<file path="src/rtl/fp16_seq_divider.sv">
// Iterative binary16 divider: restoring radix-2, one quotient bit per cycle.
// Subnormals flush to zero, NaN results are canonical, rounding is nearest-even.
module fp16_seq_divider #(
    parameter int          QBITS   = 13,
    parameter logic [14:0] NAN_MAG = 15'h7C01
) (
    input  logic        CLK,
    input  logic        RESETn,
    input  logic        start,
    input  logic [15:0] A,
    input  logic [15:0] B,
    output logic        busy,
    output logic        done,
    output logic [15:0] out
);

    typedef enum logic [2:0] {IDLE, PREP, DIV, ROUND, FIN} state_t;

    localparam logic [3:0] LAST = 4'(QBITS - 1);

    state_t             state;
    logic        [15:0] a_q, b_q;
    logic        [11:0] rem;
    logic        [10:0] m_b;
    logic   [QBITS-1:0] q;
    logic         [3:0] cnt;
    logic signed  [6:0] e;
    logic        [15:0] res;

    logic        sgn, a_zero, a_inf, a_nan, b_zero, b_inf, b_nan;
    logic        spec_nan, spec_inf, spec_zero, ma_lt;
    logic [10:0] ma, mb;
    logic signed [6:0]  e_raw;
    logic signed [12:0] t;

    assign sgn    = a_q[15] ^ b_q[15];
    assign a_zero = (a_q[14:10] == 5'd0);
    assign a_inf  = (a_q[14:10] == 5'h1F) && (a_q[9:0] == 10'd0);
    assign a_nan  = (a_q[14:10] == 5'h1F) && (a_q[9:0] != 10'd0);
    assign b_zero = (b_q[14:10] == 5'd0);
    assign b_inf  = (b_q[14:10] == 5'h1F) && (b_q[9:0] == 10'd0);
    assign b_nan  = (b_q[14:10] == 5'h1F) && (b_q[9:0] != 10'd0);

    // Evaluated in priority order: NaN, then infinity, then zero.
    assign spec_nan  = a_nan | b_nan | (a_zero & b_zero) | (a_inf & b_inf);
    assign spec_inf  = a_inf | b_zero;
    assign spec_zero = a_zero | b_inf;

    assign ma    = {1'b1, a_q[9:0]};
    assign mb    = {1'b1, b_q[9:0]};
    assign ma_lt = (ma < mb);
    assign e_raw = $signed({2'b00, a_q[14:10]}) - $signed({2'b00, b_q[14:10]}) + 7'sd15;

    assign t = $signed({1'b0, rem}) - $signed({2'b00, m_b});

    function automatic logic [15:0] round_result(input logic s,
                                                 input logic signed [6:0] ex,
                                                 input logic [12:0] qq,
                                                 input logic sticky);
        logic              up;
        logic       [11:0] m11;
        logic signed [6:0] en;
        logic        [9:0] man;
        logic       [15:0] r;
        up  = qq[1] & (qq[0] | sticky | qq[2]);
        m11 = {1'b0, qq[12:2]} + {11'd0, up};
        // qq[12] is always set, so bit 10 clears only when rounding carries into bit 11.
        man = m11[10] ? m11[9:0] : 10'd0;
        en  = ex + $signed({6'd0, m11[11]});
        if (en >= 7'sd31)
            r = {s, 15'h7C00};
        else if (en <= 7'sd0)
            r = {s, 15'h0000};
        else
            r = {s, en[4:0], man};
        return r;
    endfunction

    always_ff @(posedge CLK or negedge RESETn) begin
        if (!RESETn) begin
            state <= IDLE;
            busy  <= 1'b0;
            done  <= 1'b0;
            out   <= 16'h0000;
            a_q   <= 16'h0000;
            b_q   <= 16'h0000;
            rem   <= 12'd0;
            m_b   <= 11'd0;
            q     <= '0;
            cnt   <= 4'd0;
            e     <= 7'sd0;
            res   <= 16'h0000;
        end else begin
            done <= 1'b0;
            case (state)
                IDLE: begin
                    if (start) begin
                        a_q   <= A;
                        b_q   <= B;
                        busy  <= 1'b1;
                        state <= PREP;
                    end
                end
                PREP: begin
                    q   <= '0;
                    cnt <= 4'd0;
                    m_b <= mb;
                    if (spec_nan) begin
                        res   <= {sgn, NAN_MAG};
                        state <= FIN;
                    end else if (spec_inf) begin
                        res   <= {sgn, 15'h7C00};
                        state <= FIN;
                    end else if (spec_zero) begin
                        res   <= {sgn, 15'h0000};
                        state <= FIN;
                    end else begin
                        rem   <= ma_lt ? {ma, 1'b0} : {1'b0, ma};
                        e     <= ma_lt ? e_raw - 7'sd1 : e_raw;
                        state <= DIV;
                    end
                end
                DIV: begin
                    q   <= {q[QBITS-2:0], ~t[12]};
                    rem <= t[12] ? (rem << 1) : (t[11:0] << 1);
                    cnt <= cnt + 4'd1;
                    if (cnt == LAST)
                        state <= ROUND;
                end
                ROUND: begin
                    res   <= round_result(sgn, e, q, rem != 12'd0);
                    state <= FIN;
                end
                FIN: begin
                    out   <= res;
                    done  <= 1'b1;
                    busy  <= 1'b0;
                    state <= IDLE;
                end
                default: state <= IDLE;
            endcase
        end
    end

endmodule

</file>
<file path="config.mk">
export PLATFORM = sky130hd
export DESIGN_NAME = fp16_seq_divider
export DESIGN_NICKNAME = d
export VERILOG_FILES = /design/src/rtl/fp16_seq_divider.sv
export SDC_FILE = /design/constraint.sdc
export NUM_CORES = 1
export LEC_CHECK = 0
export ABC_AREA = 0
export BUFFER_PORTS_ARGS = -buffer_cell sky130_fd_sc_hd__buf_2
export CORE_MARGIN = 4
export CORE_UTILIZATION = 50
export CTS_BUF_LIST = sky130_fd_sc_hd__clkbuf_2
export CTS_CLUSTER_SIZE = 8
export DETAILED_ROUTE_END_ITERATION = 16
export PLACE_DENSITY = 0.76
export SYNTH_ARGS = -nofsm -noshare
export SYNTH_HDL_FRONTEND = slang
export SYNTH_SLANG_ARGS = --single-unit
</file>
<file path="constraint.sdc">
create_clock -name CLK -period 4.37 [get_ports CLK]
set_input_delay 0.6555 -clock CLK [delete_from_list [all_inputs] [get_ports CLK]]
set_output_delay 0.6555 -clock CLK [all_outputs]
set_load 0.1 [all_outputs]
</file>
# Word level (Yosys, flattened, before mapping)
# Cells that the tools add are included.
# classes
addsub	7
order_cmp	3
n_eq_ne	13
mux	25
n_bitwise	15
n_reduce_logical	21
# ops
operator	count
$mux W12	5
$mux W16	3
$pmux W16 S2	1
$mux W15	2
$pmux W13 S2	1
$pmux W12 S2	1
$logic_not A10 Y1	2
$reduce_bool A10 Y1	2
$mux W3	5
$sub A12 B11 Y13	1
$add A11 B1 Y12	1
$pmux W3 S4	1
$reduce_bool A12 Y1	1
$lt A11 B11 Y1	1
$eq A5 B5 Y1 const B	2
$logic_not A5 Y1	2
$mux W10	1
$ne A2 B2 Y1 const B	5
$pmux W4 S2	1
$reduce_and A2 Y1	4
$reduce_and A4 Y1	2
$add A6 B5 Y7 const B	1
$add A7 B2 Y7	1
$ge A7 B6 Y1 const B	1
19 further kinds	37
# totals
reg_bits	116
inputBits	35
output_inout_bits	18

# Longest topological paths before layout
# Gate-level depths: netlist of run 1.
# depth
depth_word	10
ltp_mapped	13
depth_no_buf	13

# Worst setup path after synthesis of run 1
# No wires, ideal clock.
# synth_path
kind	flip-flop to flip-flop
from	register q[1]
to	register res[0]
t_arrival_ns	2.730
required_time_ns	4.287
setup_slack_ns	1.557
path_stages_with_launch	14
path_buffers	0
path_cell_list	dfrtp_1 > and2_1 > nand3_1 > nor4_1 > and3_1 > ha_1 > ha_1 > and3_1 > nand3_1 > xnor2_1 > nor2_1 > nand4b_2 > a2bb2oi_1 > o21ai_0
# synth_between
elab_chain_len	7
# synth_lines
item	line_no	rtl
from (decl)	25	logic [QBITS-1:0] q;
from (signal assigned)	124	q <= {q[QBITS-2:0], ~t[12]};
$and A1 B1 Y1 (*)	65	up = qq[1] & (qq[0] | sticky | qq[2]);
$add A11 B1 Y12 (*)	66	m11 = {1'b0, qq[12:2]} + {11'd0, up};
$add A7 B2 Y7	69	en = ex + $signed({6'd0, m11[11]});
$le A7 B1 Y1	72	else if (en <= 7'sd0)
$mux W15	72	
$mux W15 (*)	70	if (en >= 7'sd31)
$pmux W16 S2 (*)	95	case (state)
to (signal assigned)	109	res <= {sgn, NAN_MAG};
to (signal assigned)	112	res <= {sgn, 15'h7C00};
to (signal assigned)	115	res <= {sgn, 15'h0000};
to (decl)	28	logic [15:0] res;
# Every way passes the cells marked *; elsewhere a longest branch is shown, timed or not.
# A chain may end at the register's enable or synchronous reset.

# Worst setup path after layout of run 1
# Ends and elaborated chain as after synthesis.

==> impl_results.md, run 1 <==
- Status: complete, no violations
- Setup Skew: 0.03076 ns
- Htree depth: 4
- Worst EP required: 5.02 ns
- Synth Cell Area: 6362 sq um
- Die area: 14590 sq um
- GR Util met2: 31.78%
- Top-area cell type share of the netlist area: 45.62%
- Clock Latency Late Sink: 0.70 ns
- RSZ-0062 raised after global routing: false
- Register area share after synthesis: 45.62%
- Asr flop ratio synth: 100.0%
- Worst-path cell chain: and2_1 > nand3_1 > nor4_1 > and3_1 > ha_1 > ha_1 > and3_1 > nand3_1 > xnor2_1 > nor2_1 > nand4b_2 > a2bb2oi_1 > o21ai_0
- Commonest non-fill, non-tap cells in the layout: dfrtp_1, o21ai_0, nand2_1
- Area Growth Syn to Fin: 10.48%
- Area leader, netlist: dfrtp_1
- Antenna-violating nets left: 0
- Max-cap violations: 0
- Max Clk Rate: 0.3075 GHz
- Min cycle time layout: 3.252 ns
- Grt peak-use layer: met2
- Io pins: 53
- Routed vias/inst: 5.580
- Core area: 12210 sq um
- CTS Root Buffer Type: clkbuf_2
- Setup TNS: 0 ns
- Initial Util: 52.10%
- Design area: 7029 sq um
- Most common flop cell mapped by yosys: dfrtp_1
- Diode count: 0
- Pre-CTS worst setup slack: 1.118 ns
- Worst Max-Slew Pin Slew: 1.260 ns
- Drt initial violations: 317
- CP Capture Type: register
- Ys Warns: 0
- Final wirelength: 13.40 mm
- Worst setup path class: reg2reg
- Worst hold path type: in2reg
- Final Util: 57.56%
- IO buf count: 52
- Worst r2r path cells: 13
- DIE HEIGHT: 120.8 microns
- Clock-pin slew on the worst setup and hold paths: 0.20 ns
- CTS tree: done
- Die X: 120.8 microns
- Setup violation total in the final timing report: 0
- M3 GR Usage: 4.864%
- Peak fanout along the critical path: 10
- DRT Pass-1 Iters: 5
- Number of synthesized flops with an enable pin: 0
- Largest net degree at the start of global routing: 54
- CTS Sinks: 116
- Synth cell types: 62
- WL/cell: 15.45 microns
- CP Launch Type: register
- Crit-path max cell delay: 0.44 ns
- Final Max Tran Viols: 0
- Share of layout cells above drive strength 1: 20.31%
- Seq cells post-synth: 116
- GR Util met1: 25.02%
- Hold Fails Final Rpt: 0
- Slowest-stage cell, CP: dfrtp_1
- Mapped Nets: 703
- Rel. slew slack: 15.61%
- Vias in the first global route: 4783
- Final period util: 74.41%
- Cell Rows: 40
- Initial antenna violation count: 0
- Global-route wire length before repair: 22.67 mm
- Total number of vias: 4838
- Synth area leaders: dfrtp_1, mux2_2, ha_1
- GPL Wtd Cong: 0.8464
- Mapped Cells: 634
- Placement Cell Area: 6775 sq um
- GRT Util Overall: 19.41%
- Residual DRC: 0
- Leading cell type in the layout, fill and taps excluded: dfrtp_1
- Inserted Clock Buffers: 17
- Max clock buf depth: 2
- Cell depth of the worst min-delay path: 3
- Worst path arrival time: 3.90 ns
- NumNets Final: 755
- Hpwl dp: 9.845 mm
- Syn avg cell area: 10.04 sq um
- Final WS setup: 1.118 ns
- GR Overflow Total: 0
==> cells in the mapped netlist, types with 8 or more instances <==
cell	n
dfrtp_1	116
o21ai_0	69
nand2_1	68
mux2_2	42
inv_1	36
ha_1	32
nor2_1	32
a21oi_1	23
clkbuf_1	19
xnor2_1	18
xor2_1	15
mux2i_1	13
a22o_1	12
nand3_1	11
nor4_1	11
nor3_1	9
nand2b_1	8
==> what timing repair did <==
action                    CTS  global route
buffers inserted            0             0
hold buffers                1             0
hold endpoints to repair   51             0
gates resized for setup     0             0
==> per-stage QoR <==
step           hold slack, ns  cells
2_1_floorplan          0.3599    634
3_3_place_gp           0.4446    834
3_5_place_dp           0.4664    834
4_1_cts                0.1027    867
5_1_grt               0.08884    867
6_report               0.1601    867
==> cell families after synthesis <==
logic type	synth area share, %
buffers and inverters	3.815
AND/OR/NAND/NOR	14.30
adder cells (fa/ha/maj)	6.922
flip-flops	45.62
AO/OA/AOI/OAI	14.97
multiplexers	9.479
XOR/XNOR	4.897
==> registers in the layout, indices dropped and copies added, names as in the netlist, 3 cells and up <==
signal	flops
b_q	16
cnt	4
rem	12
q	13
out	16
m_b	11
res	16
a_q	16
e	7
state	3
==> final timing paths <==
path	from	end	slack, ns
min	B[9]	b_q[9]$_DFFE_PN0P_	0.16
max	q[1]$_DFFE_PN0P_	res[0]$_DFFE_PN0P_	1.12
min in group asynchronous	RESETn	out[8]$_DFFE_PN0P_	0.50
min reg2reg	m_b[10]$_DFFE_PN0P_	m_b[10]$_DFFE_PN0P_	0.50
max reg2reg	q[1]$_DFFE_PN0P_	res[0]$_DFFE_PN0P_	1.12
max in group asynchronous	RESETn	state[0]$_DFFE_PN0P_	2.97
==> metal layers <==
| metal | share of wire [%] | routed length, microns |
|---|---|---|
| met5 | 0 | 0 |
| met4 | 1.4 | 186 |
| met3 | 4.8 | 648 |
| met2 | 48 | 6371 |
| met1 | 46 | 6191 |
==> final cells by class <==
class | count | area (sq um)
timing repair buffer | 58 | 310.3
clock buffer | 18 | 90.09
fill | 1116 | 5182
sequential | 116 | 2903
clock inverter | 14 | 153.9
multi-input combinational | 457 | 3227
tap | 168 | 210.2
inverter | 36 | 135.1
==> worst max-delay path: cells and delay by family (launching register included) <==
| family | cells | cell delay (ns) |
|---|---|---|
| simple gates | 8 | 1.78 |
| fa+ha+maj | 2 | 0.48 |
| flops | 1 | 0.44 |
| compound gates | 2 | 0.35 |
| xor+xnor | 1 | 0.15 |
Power of run 1 is left out: the tool's default activity adds up to more than one toggle a clock period on the data nets, which glitch-free logic cannot reach.
==> run 2, diff against run 1 <==
--- a/config.mk
+++ b/config.mk
@@ -12,7 +12,7 @@
 export CTS_BUF_LIST = sky130_fd_sc_hd__clkbuf_2
 export CTS_CLUSTER_SIZE = 8
 export DETAILED_ROUTE_END_ITERATION = 16
-export PLACE_DENSITY = 0.76
+export PLACE_DENSITY = 0.78
 export SYNTH_ARGS = -nofsm -noshare
 export SYNTH_HDL_FRONTEND = slang
 export SYNTH_SLANG_ARGS = --single-unit
==> constraint.sdc (replaced) <==
create_clock -name CLK -period 2.85 [get_ports CLK]
set_input_delay 0.4275 -clock CLK [delete_from_list [all_inputs] [get_ports CLK]]
set_output_delay 0.4275 -clock CLK [all_outputs]
set_load 0.1 [all_outputs]
==> run 2 against run 1 <==
- routed wire length up 9.6%
- clock skew about the same
- setup slack worse by 0.98 ns
- via count up 5.6%
- critical path type unchanged
- critical endpoint is now e[5]$_DFFE_PN0P_
==> impl_results.md, run 2 (synthesis results as in run 1) <==
- Max clock buf depth: 2
- Final Max Tran Viols: 0
- Min cycle time layout: 2.708 ns
- Cell Rows: 40
- Clk pwr share: 14.0%
- Sequential Power Share: 27.9%
- Clock Latency Late Sink: 0.70 ns
- Htree depth: 4
- Largest net degree at the start of global routing: 56
- Initial Util: 52.10%
- Max-cap violations: 0
- IO buf count: 52
- CTS Root Buffer Type: clkbuf_2
- Global-route wire length before repair: 24.96 mm
- Setup Skew: 0.03118 ns
- Final period util: 95.03%
- CP dominant cell by count: ha_1
- Slowest-stage cell, CP: fa_1
- # fillers: 1003
- Share of layout cells above drive strength 1: 22.25%
- GPL Wtd Cong: 0.8570
- Worst setup path class: reg2reg
- Initial antenna violation count: 0
- Vias in the first global route: 5199
- Setup TNS: 0 ns
- Crit-path max cell delay: 0.50 ns
- Leak: 3.514 nW
- Final WS setup: 0.1417 ns
- NumNets Final: 802
- Design area: 7612 sq um
- Drt initial violations: 298
- Core area: 12210 sq um
- Residual DRC: 0
- Pre-CTS worst setup slack: -0.001156 ns
- Hold Fails Final Rpt: 0
- M3 GR Usage: 4.724%
- Total number of vias: 5111
- Maximum VDD drop: 0.8491 mV
- Antenna-violating nets left: 0
- Hpwl dp: 9.960 mm
- Leading cell type in the layout, fill and taps excluded: dfrtp_1
- GRT Util Overall: 21.46%
- Io pins: 53
- Placed insts: 846
- GR Util met1: 26.80%
- Pwr dens: 1360 nW/um^2
- CP Launch Type: register
- Status: complete, no violations
- Sw Pwr: 0.004732 W
- Worst EP required: 3.47 ns
- Setup violation total in the final timing report: 0
- Cell family with most CP delay: adder cells
- DIE HEIGHT: 120.8 microns
- Inserted Clock Buffers: 17
- Rel. slew slack: 43.45%
- WL/cell: 16.07 microns
- GR Util met2: 35.77%
- Die X: 120.8 microns
- Critical path buffers and inverters: 1
- CTS tree: done
- Logic pwr share: 58.1%
- Layout Cells excl Fill: 914
- Worst Max-Slew Pin Slew: 0.8473 ns
- Final wirelength: 14.68 mm
- Commonest non-fill, non-tap cells in the layout: dfrtp_1, nand2_1, o21ai_0
- Placement Cell Area: 6878 sq um
- Routed vias/inst: 5.592
- Clock-pin slew on the worst setup and hold paths: 0.19 ns
- Max Clk Rate: 0.3692 GHz
- Worst path arrival time: 3.33 ns
- Worst hold path type: in2async
- Sw frac: 45.70%
- CTS Sinks: 116
- Worst-path cell chain: inv_1 > ha_1 > fa_1 > ha_1 > and2_1 > mux2_2 > a21oi_1 > a2bb2oi_1 > o211a_1 > a211o_1
- Grt peak-use layer: met2
- CP Capture Type: register
- GR Overflow Total: 0
- Diode count: 0
- P_int: 0.005623 W
- Die area: 14590 sq um
- Peak fanout along the critical path: 6
- DRT Pass-1 Iters: 4
- Area Growth Syn to Fin: 19.65%
run 2: area by class of cell:
type | count | area [sq um] | area share, %
clock inverter | 15 | 251.5 | 3.304
timing repair buffer | 105 | 758.2 | 9.961
clock buffer | 17 | 85.08 | 1.118
tap | 168 | 210.2 | 2.761
multi-input combinational | 457 | 3267 | 42.92
inverter | 36 | 135.1 | 1.775
sequential | 116 | 2905 | 38.17
run 2: per-layer routing:
layer  vias to the layer above  routed length (microns)
li1                       2448                        -
met1                      2471                     6409
met2                       158                     7100
met3                        34                      816
met4                         0                      358
met5                         -                        0
run 2: path summary, 6_finish.rpt:
| path | from | cells past startpoint | slack [ns] | endpoint |
|---|---|---|---|---|
| setup / recovery | a_q[10]$_DFFE_PN0P_ | 10 | 0.14 | e[5]$_DFFE_PN0P_ |
| hold / removal | RESETn | 2 | 0.28 | out[11]$_DFFE_PN0P_ |
| setup reg to reg | a_q[10]$_DFFE_PN0P_ | 10 | 0.14 | e[5]$_DFFE_PN0P_ |
| hold reg to reg | m_b[10]$_DFFE_PN0P_ | 2 | 0.48 | m_b[10]$_DFFE_PN0P_ |
| max in group asynchronous | RESETn | 3 | 1.84 | rem[7]$_DFFE_PN0P_ |
| min in group CLK | B[15] | 3 | 0.47 | b_q[15]$_DFFE_PN0P_ |
run 2: what timing repair did:
item,CTS,global route
gates cloned,0,0
pin swaps,0,2
buffers inserted,0,2
hold endpoints to repair,85,0
resized for setup,1,13
hold buffers,34,0
setup endpoints to repair,2,17
run 2: power by group through the flow:
stage,logic [W],clock network [W],registers (W)
2_1_floorplan,0.00444,0,0.00311
3_3_place_gp,0.00567,0,0.00287
3_5_place_dp,0.00586,0,0.00291
4_1_cts,0.00596,0.00146,0.00287
5_1_grt,0.00669,0.00154,0.00298
6_report,0.00601,0.00145,0.00289
run 2: worst register-to-register path: cells and delay by family (launching register included):
kind / cells / cell delay [ns]
buffers and inverters: 1 / 0.07
adder cells (fa/ha/maj): 3 / 0.96
flip-flops: 1 / 0.41
AND/OR/NAND/NOR: 1 / 0.20
multiplexers: 1 / 0.29
AO/OA/AOI/OAI: 4 / 0.71
run 2: stage by stage:
stage	hold slack [ns]	util, %	total power [W]
finish	0.2752	62.34	0.01035
global route	0.2960	62.34	0.01121
CTS	0.2628	61.92	0.01029
detailed placement	0.4451	56.32	0.008780
global placement	0.4432	56.32	0.008537
floorplan	0.1319	-	0.007543
(Power assumes the default switching activity.)
==> run 3, diff against run 2 <==
--- a/config.mk
+++ b/config.mk
@@ -13,6 +13,7 @@
 export CTS_CLUSTER_SIZE = 8
 export DETAILED_ROUTE_END_ITERATION = 16
 export PLACE_DENSITY = 0.78
+export REMOVE_ABC_BUFFERS = 1
 export SYNTH_ARGS = -nofsm -noshare
 export SYNTH_HDL_FRONTEND = slang
 export SYNTH_SLANG_ARGS = --single-unit
==> run 3 against run 2 <==
- clock-buffer cell count grew 3
- clock power down 12%
- total power shrank 2.4%
- setup slack got worse by 0.041 ns
- critical path depth unchanged
- maximum frequency shrank 1.5%
- flip-flop and latch count unchanged
- non-clock buffer count decreased by 1
- first-iteration DRC count grew 23%
- hold slack worse by 0.20 ns
- clock skew shrank 0.0061 ns
==> impl_results.md, run 3 (synthesis results as in run 1) <==
- CTS Sinks: 116
- Antenna-violating nets left: 0
- IO buf count: 52
- Diode count: 0
- Sequential Power Share: 28.5%
- Pwr dens: 1339 nW/um^2
- Max-cap violations: 0
- GRT Util Overall: 20.39%
- GPL Wtd Cong: 0.9129
- Setup Skew: 0.02512 ns
- Clock Latency Late Sink: 0.71 ns
- Final Max Tran Viols: 0
- Worst setup path class: reg2reg
- Share of layout cells above drive strength 1: 22.01%
- Clk pwr share: 12.6%
- Residual DRC: 0
- Register Area: 2908 sq um
- Final WS setup: 0.1011 ns
- Die area: 14590 sq um
- NumNets Final: 801
- Placed insts: 840
- CTS tree: done
- Logic pwr share: 58.9%
- Layout Cells excl Fill: 913
- Pre-CTS worst setup slack: -0.07621 ns
- Htree depth: 4
- Leak: 3.494 nW
- Area Growth Syn to Fin: 18.64%
- Final wirelength: 13.96 mm
- Io pins: 53
- Min cycle time layout: 2.749 ns
- Rel. slew slack: 44.99%
- Total number of vias: 4981
- # fillers: 1017
- Worst EP required: 3.47 ns
- Commonest non-fill, non-tap cells in the layout: dfrtp_1, nand2_1, o21ai_0
- GR Overflow Total: 0
- DRT Pass-1 Iters: 5
- Status: complete, no violations
- Drt initial violations: 368
- DIE HEIGHT: 120.8 microns
- CP Launch Type: register
- Maximum VDD drop: 0.8816 mV
- Initial antenna violation count: 0
- Worst path arrival time: 3.36 ns
- Cell depth of the worst min-delay path: 3
- Worst Max-Slew Pin Slew: 0.8252 ns
- Vias in the first global route: 5074
- CTS Root Buffer Type: clkbuf_2
- Initial Util: 52.10%
- Core area: 12210 sq um
- Clock-pin slew on the worst setup and hold paths: 0.17 ns
- Peak fanout along the critical path: 6
- Worst hold path type: in2reg
- Setup violation total in the final timing report: 0
- Multi-input gate area: 3262 sq um
- WL/cell: 15.29 microns
- Global-route wire length before repair: 23.96 mm
- Hpwl dp: 9.562 mm
- Sw Pwr: 0.004626 W
- Final period util: 96.45%
- Inserted Clock Buffers: 17
- Max Clk Rate: 0.3638 GHz
- Die X: 120.8 microns
- Cell Rows: 40
- Largest net degree at the start of global routing: 71
- Routed vias/inst: 5.456
- Max clock buf depth: 2
- Worst r2r path cells: 10
- Hold Fails Final Rpt: 0
- P_int: 0.005479 W
- CP Capture Type: register
- Sw frac: 45.78%
- Leading cell type in the layout, fill and taps excluded: dfrtp_1
## run 3: cell count changes in the layout (fill, tap and decap cells not counted), moves of 2 or more
| cell | previous run | this run |
|---|---|---|
| clkinv_4 | 3 | 1 |
| clkinvlp_4 | 2 | 0 |
| clkinv_1 | 1 | 3 |
| clkinv_2 | 0 | 3 |
| nor2_1 | 30 | 32 |
| clkbuf_2 | 17 | 20 |
| dfrtp_1 | 114 | 112 |
| dfrtp_2 | 2 | 4 |
| nor2_2 | 4 | 2 |
| inv_6 | 3 | 0 |
## run 3: metrics by stage
stage	instance area, sq um	power [W]	hold slack (ns)	utilization, %	setup TNS, ns
floorplan	6255	0.007417	0.1319	-	-25.01
global placement	6833	0.008460	0.4362	55.95	0
detailed placement	6833	0.008694	0.4384	55.95	-0.3467
CTS	7470	0.01006	0.02356	61.17	0
global route	7548	0.01093	0.03771	61.81	-0.01306
finish	7548	0.01011	0.07129	61.81	0
## run 3: final timing paths
path	startpoint	endpoint	slack (ns)
worst min-delay path	start	state[0]$_DFFE_PN0P_	0.07
worst max register to register	a_q[10]$_DFFE_PN0P_	e[5]$_DFFE_PN0P_	0.10
max in group asynchronous	RESETn	a_q[5]$_DFFE_PN0P_	1.81
min in group asynchronous	RESETn	q[3]$_DFFE_PN0P_	0.25
worst min register to register	m_b[10]$_DFFE_PN0P_	m_b[10]$_DFFE_PN0P_	0.47
worst max-delay path	a_q[10]$_DFFE_PN0P_	e[5]$_DFFE_PN0P_	0.10
## run 3: critical path, stage by stage (launching register included)
cell and delay [ns]:
dfrtp_1 0.40, inv_1 0.07, ha_1 0.22, fa_1 0.51, ha_1 0.24, and2_0 0.21, mux2_2 0.30, a21oi_1 0.13
a2bb2oi_1 0.10, o211a_1 0.22, a211o_1 0.26
## run 3: power by group through the flow
| stage | combinational [W] | clock (W) | sequential [W] |
|---|---|---|---|
| after global routing | 0.00658 | 0.00137 | 0.00299 |
| after global placement | 0.00559 | 0 | 0.00287 |
| after detailed placement | 0.00578 | 0 | 0.00291 |
| after floorplan | 0.00427 | 0 | 0.00315 |
| after CTS | 0.00589 | 0.00130 | 0.00287 |
| final | 0.00595 | 0.00127 | 0.00288 |
## run 3: area by class of cell
type                    count  area share, %
multi-input cells         457          43.21
flip-flops and latches    116          38.52
inverters                  36          1.790
clock buffers              20          1.326
well taps                 168          2.785
clock inverters            12          2.453
repair buffers            104          9.912
## run 3: per-layer routing
metal,up-vias,share of wire [%],track usage [%]
met3,27,4.0,4.864
met2,105,49,34.58
met4,0,1.7,7.507
li1,2458,-,-
met5,-,0,0
met1,2391,45,25.33
## run 3: what timing repair did
action,4_1_cts,5_1_grt
pin swaps,0,2
endpoints found under the hold margin,78,0
setup buffers,2,6
resized for setup,1,13
hold buffers,33,0
setup endpoints to repair,11,16
